<file path="config.mk">
export PLATFORM = sky130hd
export DESIGN_NAME = mem_arbiter_rr
export DESIGN_NICKNAME = d
export VERILOG_FILES = /design/src/rtl/mem_arbiter_rr.sv
export SDC_FILE = /design/constraint.sdc
export NUM_CORES = 1
export LEC_CHECK = 0
export CAP_MARGIN = 20
export CORE_AREA = 2 2 295 297
export CTS_CLUSTER_DIAMETER = 40
export DETAILED_ROUTE_END_ITERATION = 12
export DIE_AREA = 0 0 297 299
export PLACE_DENSITY = 0.33
export SKIP_LAST_GASP = 1
export SLEW_MARGIN = 20
export SYNTH_ARGS = -nofsm -noshare
export SYNTH_HDL_FRONTEND = slang
export SYNTH_SLANG_ARGS = --single-unit
</file>
<file path="constraint.sdc">
create_clock -name clk -period 1.8 [get_ports clk]
set_clock_uncertainty 0.1 [all_clocks]
set_input_delay 0.18 -clock clk [delete_from_list [all_inputs] [get_ports clk]]
set_output_delay 0.18 -clock clk [all_outputs]
set_load 0.05 [all_outputs]
</file>
<file path="src/rtl/mem_arbiter_rr.sv">
// mem_arbiter_rr
//   N-channel arbiter between cache/DMA requesters and one main-memory port.
//   Fixed-priority (lowest index) or round-robin selection. A killed owner is
//   drained: the memory request stays up until memory acks or the drain
//   timeout expires. The memory-side request, address, data and write enable
//   are registered.
//
// Ports
//   clk, rst_n    clock, asynchronous active-low reset
//   ch_req_i      per-channel request level, held until ack or kill
//   ch_kill_i     per-channel kill of an outstanding request
//   ch_w_en_i     per-channel write enable
//   ch_addr_i     packed channel addresses, channel i at [i*ADDR_W +: ADDR_W]
//   ch_wdata_i    packed channel write data, channel i at [i*DATA_W +: DATA_W]
//   ch_ack_o      one-cycle ack to the owning channel
//   ch_rdata_o    read data, valid with ch_ack_o, else 0
//   grant_o       one-hot current owner, 0 when idle
//   mem_req_o     registered memory request
//   mem_w_en_o    registered write enable
//   mem_addr_o    registered address
//   mem_wdata_o   registered write data
//   mem_ack_i     memory completion pulse
//   mem_rdata_i   memory read data, valid with mem_ack_i
//   timeout_o     one-cycle pulse when a drain is abandoned on timeout
module mem_arbiter_rr #(
  parameter int NUM_CH  = 2,
  parameter int ADDR_W  = 32,
  parameter int DATA_W  = 128,
  parameter int RR_MODE = 1,
  parameter int TIMEOUT = 239
) (
  input  logic                     clk,
  input  logic                     rst_n,
  input  logic [NUM_CH-1:0]        ch_req_i,
  input  logic [NUM_CH-1:0]        ch_kill_i,
  input  logic [NUM_CH-1:0]        ch_w_en_i,
  input  logic [NUM_CH*ADDR_W-1:0] ch_addr_i,
  input  logic [NUM_CH*DATA_W-1:0] ch_wdata_i,
  output logic [NUM_CH-1:0]        ch_ack_o,
  output logic [DATA_W-1:0]        ch_rdata_o,
  output logic [NUM_CH-1:0]        grant_o,
  output logic                     mem_req_o,
  output logic                     mem_w_en_o,
  output logic [ADDR_W-1:0]        mem_addr_o,
  output logic [DATA_W-1:0]        mem_wdata_o,
  input  logic                     mem_ack_i,
  input  logic [DATA_W-1:0]        mem_rdata_i,
  output logic                     timeout_o
);

  localparam int IDX_W = $clog2(NUM_CH);

  typedef enum logic [1:0] {S_IDLE, S_BUSY, S_DRAIN} state_t;

  state_t            r_state, w_state_next;
  logic [IDX_W-1:0]  r_owner, w_owner_next;
  logic [IDX_W-1:0]  r_rr_ptr, w_rr_ptr_next;
  logic [7:0]        r_cnt, w_cnt_next;
  logic              r_mem_req, w_mem_req_next;
  logic              r_mem_w_en;
  logic [ADDR_W-1:0] r_mem_addr;
  logic [DATA_W-1:0] r_mem_wdata;

  logic [NUM_CH-1:0] w_valid;
  logic [NUM_CH-1:0] w_owner_oh;
  logic [IDX_W-1:0]  w_win_idx;
  logic [IDX_W-1:0]  w_cand;
  logic              w_win_found;
  logic              w_load;
  logic              w_ack_ok;
  logic              w_timeout;

  // A request already being killed is never a candidate.
  assign w_valid = ch_req_i & ~ch_kill_i;

  genvar gi;
  generate
    for (gi = 0; gi < NUM_CH; gi++) begin : g_owner_oh
      assign w_owner_oh[gi] = (r_owner == IDX_W'(gi));
    end
  endgenerate

  // Winner search: scan NUM_CH candidates starting at rr_ptr (round-robin)
  // or at 0 (fixed priority); the first valid one wins.
  always_comb begin
    w_win_found = 1'b0;
    w_win_idx   = '0;
    w_cand      = '0;
    for (int k = 0; k < NUM_CH; k++) begin
      if (RR_MODE != 0) begin
        w_cand = IDX_W'((int'(r_rr_ptr) + k) % NUM_CH);
      end else begin
        w_cand = IDX_W'(k);
      end
      if (!w_win_found && w_valid[w_cand]) begin
        w_win_found = 1'b1;
        w_win_idx   = w_cand;
      end
    end
  end

  always_comb begin
    w_state_next   = r_state;
    w_owner_next   = r_owner;
    w_rr_ptr_next  = r_rr_ptr;
    w_cnt_next     = r_cnt;
    w_mem_req_next = r_mem_req;
    w_load         = 1'b0;
    w_ack_ok       = 1'b0;
    w_timeout      = 1'b0;
    case (r_state)
      S_IDLE: begin
        // A late ack from an abandoned drain lands here and is ignored.
        if (w_win_found) begin
          w_state_next   = S_BUSY;
          w_owner_next   = w_win_idx;
          w_rr_ptr_next  = IDX_W'((int'(w_win_idx) + 1) % NUM_CH);
          w_mem_req_next = 1'b1;
          w_load         = 1'b1;
        end
      end
      S_BUSY: begin
        // Kill wins over a coincident ack: the owner no longer wants data.
        if (ch_kill_i[r_owner]) begin
          if (mem_ack_i) begin
            w_mem_req_next = 1'b0;
            w_state_next   = S_IDLE;
          end else begin
            w_cnt_next   = 8'd0;
            w_state_next = S_DRAIN;
          end
        end else if (mem_ack_i) begin
          w_ack_ok       = 1'b1;
          w_mem_req_next = 1'b0;
          w_state_next   = S_IDLE;
        end
      end
      S_DRAIN: begin
        // Memory is not aborted; wait for its ack or give up after TIMEOUT.
        if (mem_ack_i) begin
          w_mem_req_next = 1'b0;
          w_state_next   = S_IDLE;
        end else if (r_cnt == 8'(TIMEOUT - 1)) begin
          w_timeout      = 1'b1;
          w_mem_req_next = 1'b0;
          w_state_next   = S_IDLE;
        end else begin
          w_cnt_next = r_cnt + 8'd1;
        end
      end
      default: begin
        w_state_next   = S_IDLE;
        w_mem_req_next = 1'b0;
      end
    endcase
  end

  always_ff @(posedge clk or negedge rst_n) begin
    if (!rst_n) begin
      r_state     <= S_IDLE;
      r_owner     <= '0;
      r_rr_ptr    <= '0;
      r_cnt       <= 8'd0;
      r_mem_req   <= 1'b0;
      r_mem_w_en  <= 1'b0;
      r_mem_addr  <= '0;
      r_mem_wdata <= '0;
    end else begin
      r_state   <= w_state_next;
      r_owner   <= w_owner_next;
      r_rr_ptr  <= w_rr_ptr_next;
      r_cnt     <= w_cnt_next;
      r_mem_req <= w_mem_req_next;
      if (w_load) begin
        r_mem_w_en  <= ch_w_en_i[w_win_idx];
        r_mem_addr  <= ch_addr_i[w_win_idx*ADDR_W +: ADDR_W];
        r_mem_wdata <= ch_wdata_i[w_win_idx*DATA_W +: DATA_W];
      end
    end
  end

  assign grant_o     = (r_state != S_IDLE) ? w_owner_oh : '0;
  assign ch_ack_o    = w_ack_ok ? w_owner_oh : '0;
  assign ch_rdata_o  = w_ack_ok ? mem_rdata_i : '0;
  assign timeout_o   = w_timeout;
  assign mem_req_o   = r_mem_req;
  assign mem_w_en_o  = r_mem_w_en;
  assign mem_addr_o  = r_mem_addr;
  assign mem_wdata_o = r_mem_wdata;

endmodule

</file>
======== Word level (Yosys, flattened, before mapping) ========
Index checks and enable logic that the tools add are counted.
storage, ports and cells
  register bits ........................... 174
  logic and storage cells ................. 80
cells by class
  $add $sub $neg .......................... 3
  magnitude comparators ................... 4
  equal/unequal tests ..................... 11
  shift-type cells ........................ 2
  multiplexer cells ....................... 40
  bitwise logic cells ..................... 3
  reduce and logical (&&, ||, !) cells .... 9
operators by type and width
  cell                                                                           number
  256-bit by 9-bit variable part select with 128-bit output                      1
  128-bit 2-to-1 mux                                                             1
  64-bit by 7-bit variable part select with 32-bit output                        1
  8-bit 2-to-1 mux                                                               4
  1-bit 2-to-1 mux                                                               24
  2-bit 2-to-1 mux                                                               8
  8-bit one-hot mux with 2 select lines                                          1
  2-bit != test (second input constant)                                          6
  8-bit by 1-bit adder with 8-bit output (second input constant)                 1
  8-bit == test (second input constant)                                          1
  1-bit by 2-bit less-than comparator with 1-bit output (second input constant)  4
  3-bit != test (second input constant)                                          2
  2-bit one-hot mux with 3 select lines                                          1
  3-bit AND reduction                                                            2
  5-bit AND reduction                                                            1
  2-bit nonzero test                                                             2
  1-bit one-hot mux with 3 select lines                                          1
  1-bit adder (second input constant)                                            2
  2-bit AND                                                                      1
  2-bit by 1-bit == test with 1-bit output (second input constant)               1
  2-bit == test (second input constant)                                          1
  2-bit logical NOT                                                              1
  2-bit NOT                                                                      1
  2-bit AND reduction                                                            1
  3 further kinds                                                                3

======== Depth between registers and ports, before layout ========
  depth after elaboration ................. 10
  gate-level depth with buffers ........... 8
  depth with buffers taken out ............ 6

======== Worst setup path before layout ========
Ideal clock, no wire load.
  path kind ............................... register -> output
  from .................................... register r_owner
  to ...................................... output port ch_ack_o[0]
  arrival ................................. 1.841 ns
  data required time ...................... 1.520 ns
  setup slack ............................. -0.321 ns
  cell stages (with the launch flop) ...... 5
  buffers on the path ..................... 1
  cells stage by stage .................... dfrtp_1 -> mux2i_1 -> and3_1 -> clkbuf_1 -> nor2b_1
between the ends
  cells in the longest elaborated chain, start to end .. 5
RTL lines
  what                                                  line  RTL
  start: declaration                                    56    logic [IDX_W-1:0] r_owner, w_owner_next;
  start signal: assignment                              170   r_owner <= w_owner_next;
  1-bit 2-to-1 mux (not written as such) (2 in series)  124   if (ch_kill_i[r_owner]) begin
  1-bit 2-to-1 mux                                      124
  1-bit 2-to-1 mux                                      111   case (r_state)
  2-bit 2-to-1 mux *                                    183   assign ch_ack_o = w_ack_ok ? w_owner_oh : '0;
  end: declaration                                      39    output logic [NUM_CH-1:0] ch_ack_o,
Mark *: on every way between the ends. The rest lies on a longest branch, timed or not. The select of a mux whose other input is x is not followed.

======== Worst setup path in the final report ========
  from .................................... register r_owner
  to ...................................... output port ch_rdata_o[22]
between the ends
  cells in the longest elaborated chain, start to end .. 5
RTL lines
  what                                                  line  RTL
  1-bit 2-to-1 mux (not written as such) (2 in series)  124
  1-bit 2-to-1 mux                                      124
  1-bit 2-to-1 mux                                      111
  128-bit 2-to-1 mux                                    184   assign ch_rdata_o = w_ack_ok ? mem_rdata_i : '0;
  end: declaration                                      40    output logic [DATA_W-1:0] ch_rdata_o,
No other way between the ends. The select of a mux whose other input is x is not followed.

==> metrics.csv <==
stage,metric,value,unit
status,status,finished with violations,
status,violations,setup timing,
cts,htree_num_levels,4,
worst_setup_path,crit_buf_inv,3,
placed_design,dp_hpwl,47590,um
layout,stdcell_count,2800,
logic_synthesis,netlist_instances,766,
logic_synthesis,ys_types,36,
floorplan,chipWidth,297,um
floorplan,die_y,299,um
power_and_ir_drop,p_leak,10.55,nW
floorplan,die-area,0.08880,mm^2
logic_synthesis,synth.avg_cell_area,11.12,um^2
cts,cts_tree,built,
logic_synthesis,synth.most_common_cell,dfrtp_1,
grt,grt_pass1_vias,10720,
cts,clock-sinks,174,
logic_synthesis,synth_common_cells,"dfrtp_1, a21o_1, a22o_1",
worst_setup_path,critical_path.cell_chain,mux2i_2 > and3_4 > buf_4 > buf_12 > and2_2 > buf_12,
power_and_ir_drop,power.internal,13.59,mW
placed_design,place_area,0.01921,mm^2
power_and_ir_drop,swShare,45.45,%
worst_setup_path,critPathMaxFanout,26,
placed_design,io_buffers,751,
cts,insertion_delay,490,ps
route,drtAntennaViolNets,0,
timing,relSlewSlack,63.79,%
logic_synthesis,synth_seq_cells,174,
layout,area_growth_syn_to_layout,156.0,%
timing,period_minus_slack,2337,ps
logic_synthesis,synth_fp_nets,1225,
logic_synthesis,ys_seq_area_share,51.12,%
timing,setup_viol,299,
grt,antenna_found_initial,23,
layout,fill_cells,9100,
logic_synthesis,ys_async_sr_fraction,100.0,%
route,drtIter0Drc,400,
floorplan,pin_count,752,
power_and_ir_drop,p_comb_share,59.7,%
grt,grt_overflow,0,
power_and_ir_drop,p_switching,11.33,mW
logic_synthesis,yosysTopAreaCell,dfrtp_1,
worst_setup_path,path_common_cell,buf_12,
cts,root_buffer,clkbuf_16,
timing,setup_slack,-536.5,ps
grt,grt_util_all_layers,13.76,%
logic_synthesis,synth_top_area_share,51.12,%
run,cap_violations,0,
worst_setup_path,cp_slowest_stage_delay,410,ps
layout,final_core_utilization,25.37,%
route,drc,0,
worst_setup_path,critPathSlowestCell,dfrtp_1,
logic_synthesis,yosys_warnings,0,
logic_synthesis,synthTopCellsByArea,"dfrtp_1, a22o_1, a21o_1",
placed_design,gp_congestion,0.8406,
timing,period_share,129.8,%
worst_setup_path,critical_path.top_delay_family,simple AND/OR/NAND/NOR gates,
route,routedWlPerCell,23.15,um
floorplan,core-area,0.08594,mm^2
route,vias,9990,
worst_setup_path,crit_type,flip-flop to output pin,
logic_synthesis,synth.cell_area,0.008518,mm^2
timing,hold_viol,0,
cts,clkSlewWorstSetupHoldPaths,80,ps
timing,tightest_slew,542.3,ps
power_and_ir_drop,power.share.sequential,24.4,%
route,totalWireLength,64810,um
timing,max_freq,0.4280,GHz
placed_design,dp.cells,2669,
layout,fin_area,0.02180,mm^2
cts,clock_path_buffers,2,
worst_setup_path,cp-start-kind,flip-flop,
logic_synthesis,synth_edf_count,0,
floorplan,fp-row-count,108,
layout,nets,2082,
logic_synthesis,synthFlopType,dfrtp_1,
min_path,hold_class,input pin to asynchronous set/reset pin,
power_and_ir_drop,ir_drop,0.5066,mV
power_and_ir_drop,power_density,1143,mW/mm^2
power_and_ir_drop,pwr-share-clk,16.0,%
route,first_pass_iters,4,
worst_setup_path,required,1520,ps
worst_setup_path,worstPathArrival,2060,ps
floorplan,start_util,9.911,%
route,viasPerCell,3.568,
timing,rsz0062_at_grt,true,
layout,drive_gt1_share,36.88,%
worst_setup_path,endpoint_kind,output pin,
grt,grt_max_degree,64,
cts,numCtsBuffers,17,
grt,grt_pass1_wl,85680,um
timing,slew_violations,0,
[layout make-up]
type	instances	area (um^2)	area share, %
Timing Repair Buffer	908	11230	51.51
Clock inverter	10	103.9	0.4763
Multi-Input combinational cell	517	4154	19.05
Clock buffer	21	470.5	2.158
Sequential cell	174	4354	19.97
Antenna cell	10	25.02	0.1148
Inverter	5	18.77	0.08608
Tap cell	1155	1445	6.628
[layout by cell type (no fill, tap or decap), types with 10 or more instances in the layout]
master / netlist / routed
diode_2: 0 / 10
buf_8: 0 / 15
clkbuf_16: 0 / 30
buf_6: 0 / 30
a22o_1: 161 / 161
dfrtp_1: 174 / 174
buf_4: 0 / 165
clkdlybuf4s50_1: 0 / 455
a21o_1: 163 / 163
buf_16: 0 / 24
and2_4: 0 / 28
buf_12: 0 / 175
dlymetal6s2s_1: 0 / 29
and2_2: 0 / 101
[power by group through the flow]
| stage | clock, mW | combinational, mW | sequential (mW) |
|---|---|---|---|
| 2_1_floorplan | 0 | 3.36 | 10.4 |
| 3_3_place_gp | 0 | 13.7 | 6.13 |
| 3_5_place_dp | 0 | 13.7 | 6.10 |
| 4_1_cts | 4.22 | 14.7 | 6.08 |
| 5_1_grt | 4.33 | 15.5 | 6.24 |
| 6_report | 3.98 | 14.9 | 6.07 |
[through the flow]
stage	hold WS, ps	setup slack (ps)	setup TNS [ps]	power (mW)
final	98.72	-536.5	-112860	24.92
after floorplan	-215.6	-103.6	-9414	13.78
after global placement	75.73	-499.5	-103850	19.79
after CTS	78.47	-621.6	-133090	24.98
after detailed placement	65.58	-456.4	-99720	19.78
after global routing	108.9	-669.8	-147410	26.11
[cells by family after synthesis]
| kind of cell | after synthesis | share of synthesized area, % |
|---|---|---|
| AOI/OAI and AO/OA | 339 | 32.27 |
| xor gates and xnor gates | 3 | 0.3085 |
| adders and majority gates | 2 | 0.2937 |
| buffers and inverters | 75 | 3.613 |
| DFF | 174 | 51.12 |
| muxes | 1 | 0.1175 |
| and+or+nand+nor | 172 | 12.28 |
[state kept, by name, summed over array words and instances, names as in the netlist]
name         cells
mem_addr_o      32
mem_req_o        1
mem_w_en_o       1
mem_wdata_o    128
r_cnt            8
r_owner          1
r_rr_ptr         1
r_state          2
[path summary, 6_finish.rpt]
check / start / to / slack, ps / depth (start not counted)
setup / recovery: r_owner / ch_rdata_o[22] / -540 / 6
max in group asynchronous: rst_n / mem_addr_o[31] / 860 / 3
min in group clk: ch_wdata_i[219] / mem_wdata_o[91] / 150 / 2
hold / removal: rst_n / mem_wdata_o[57] / 100 / 2
hold reg to reg: mem_req_o / mem_req_o / 450 / 2
setup reg to reg: r_state[0] / mem_wdata_o[104] / -400 / 12
[timing repair]
| item | CTS | global route |
|---|---|---|
| pin swaps | 20 | 55 |
| buffers inserted | 48 | 20 |
| hold buffers | 1 | 0 |
| endpoints found under the setup margin | 325 | 332 |
| cloned | 26 | 17 |
| resized for setup | 74 | 125 |
| endpoints found under the hold margin | 174 | 0 |
[per-layer routing]
metal  GRT usage, %  share of wire (%)  up-vias
met5              0              0.022        -
met4          6.229                2.9        4
met3          4.457                6.5       71
met2          25.29                 54      461
met1          14.17                 37     4914
li1               -                  -     4540
Power figures use the tool's default switching activity.
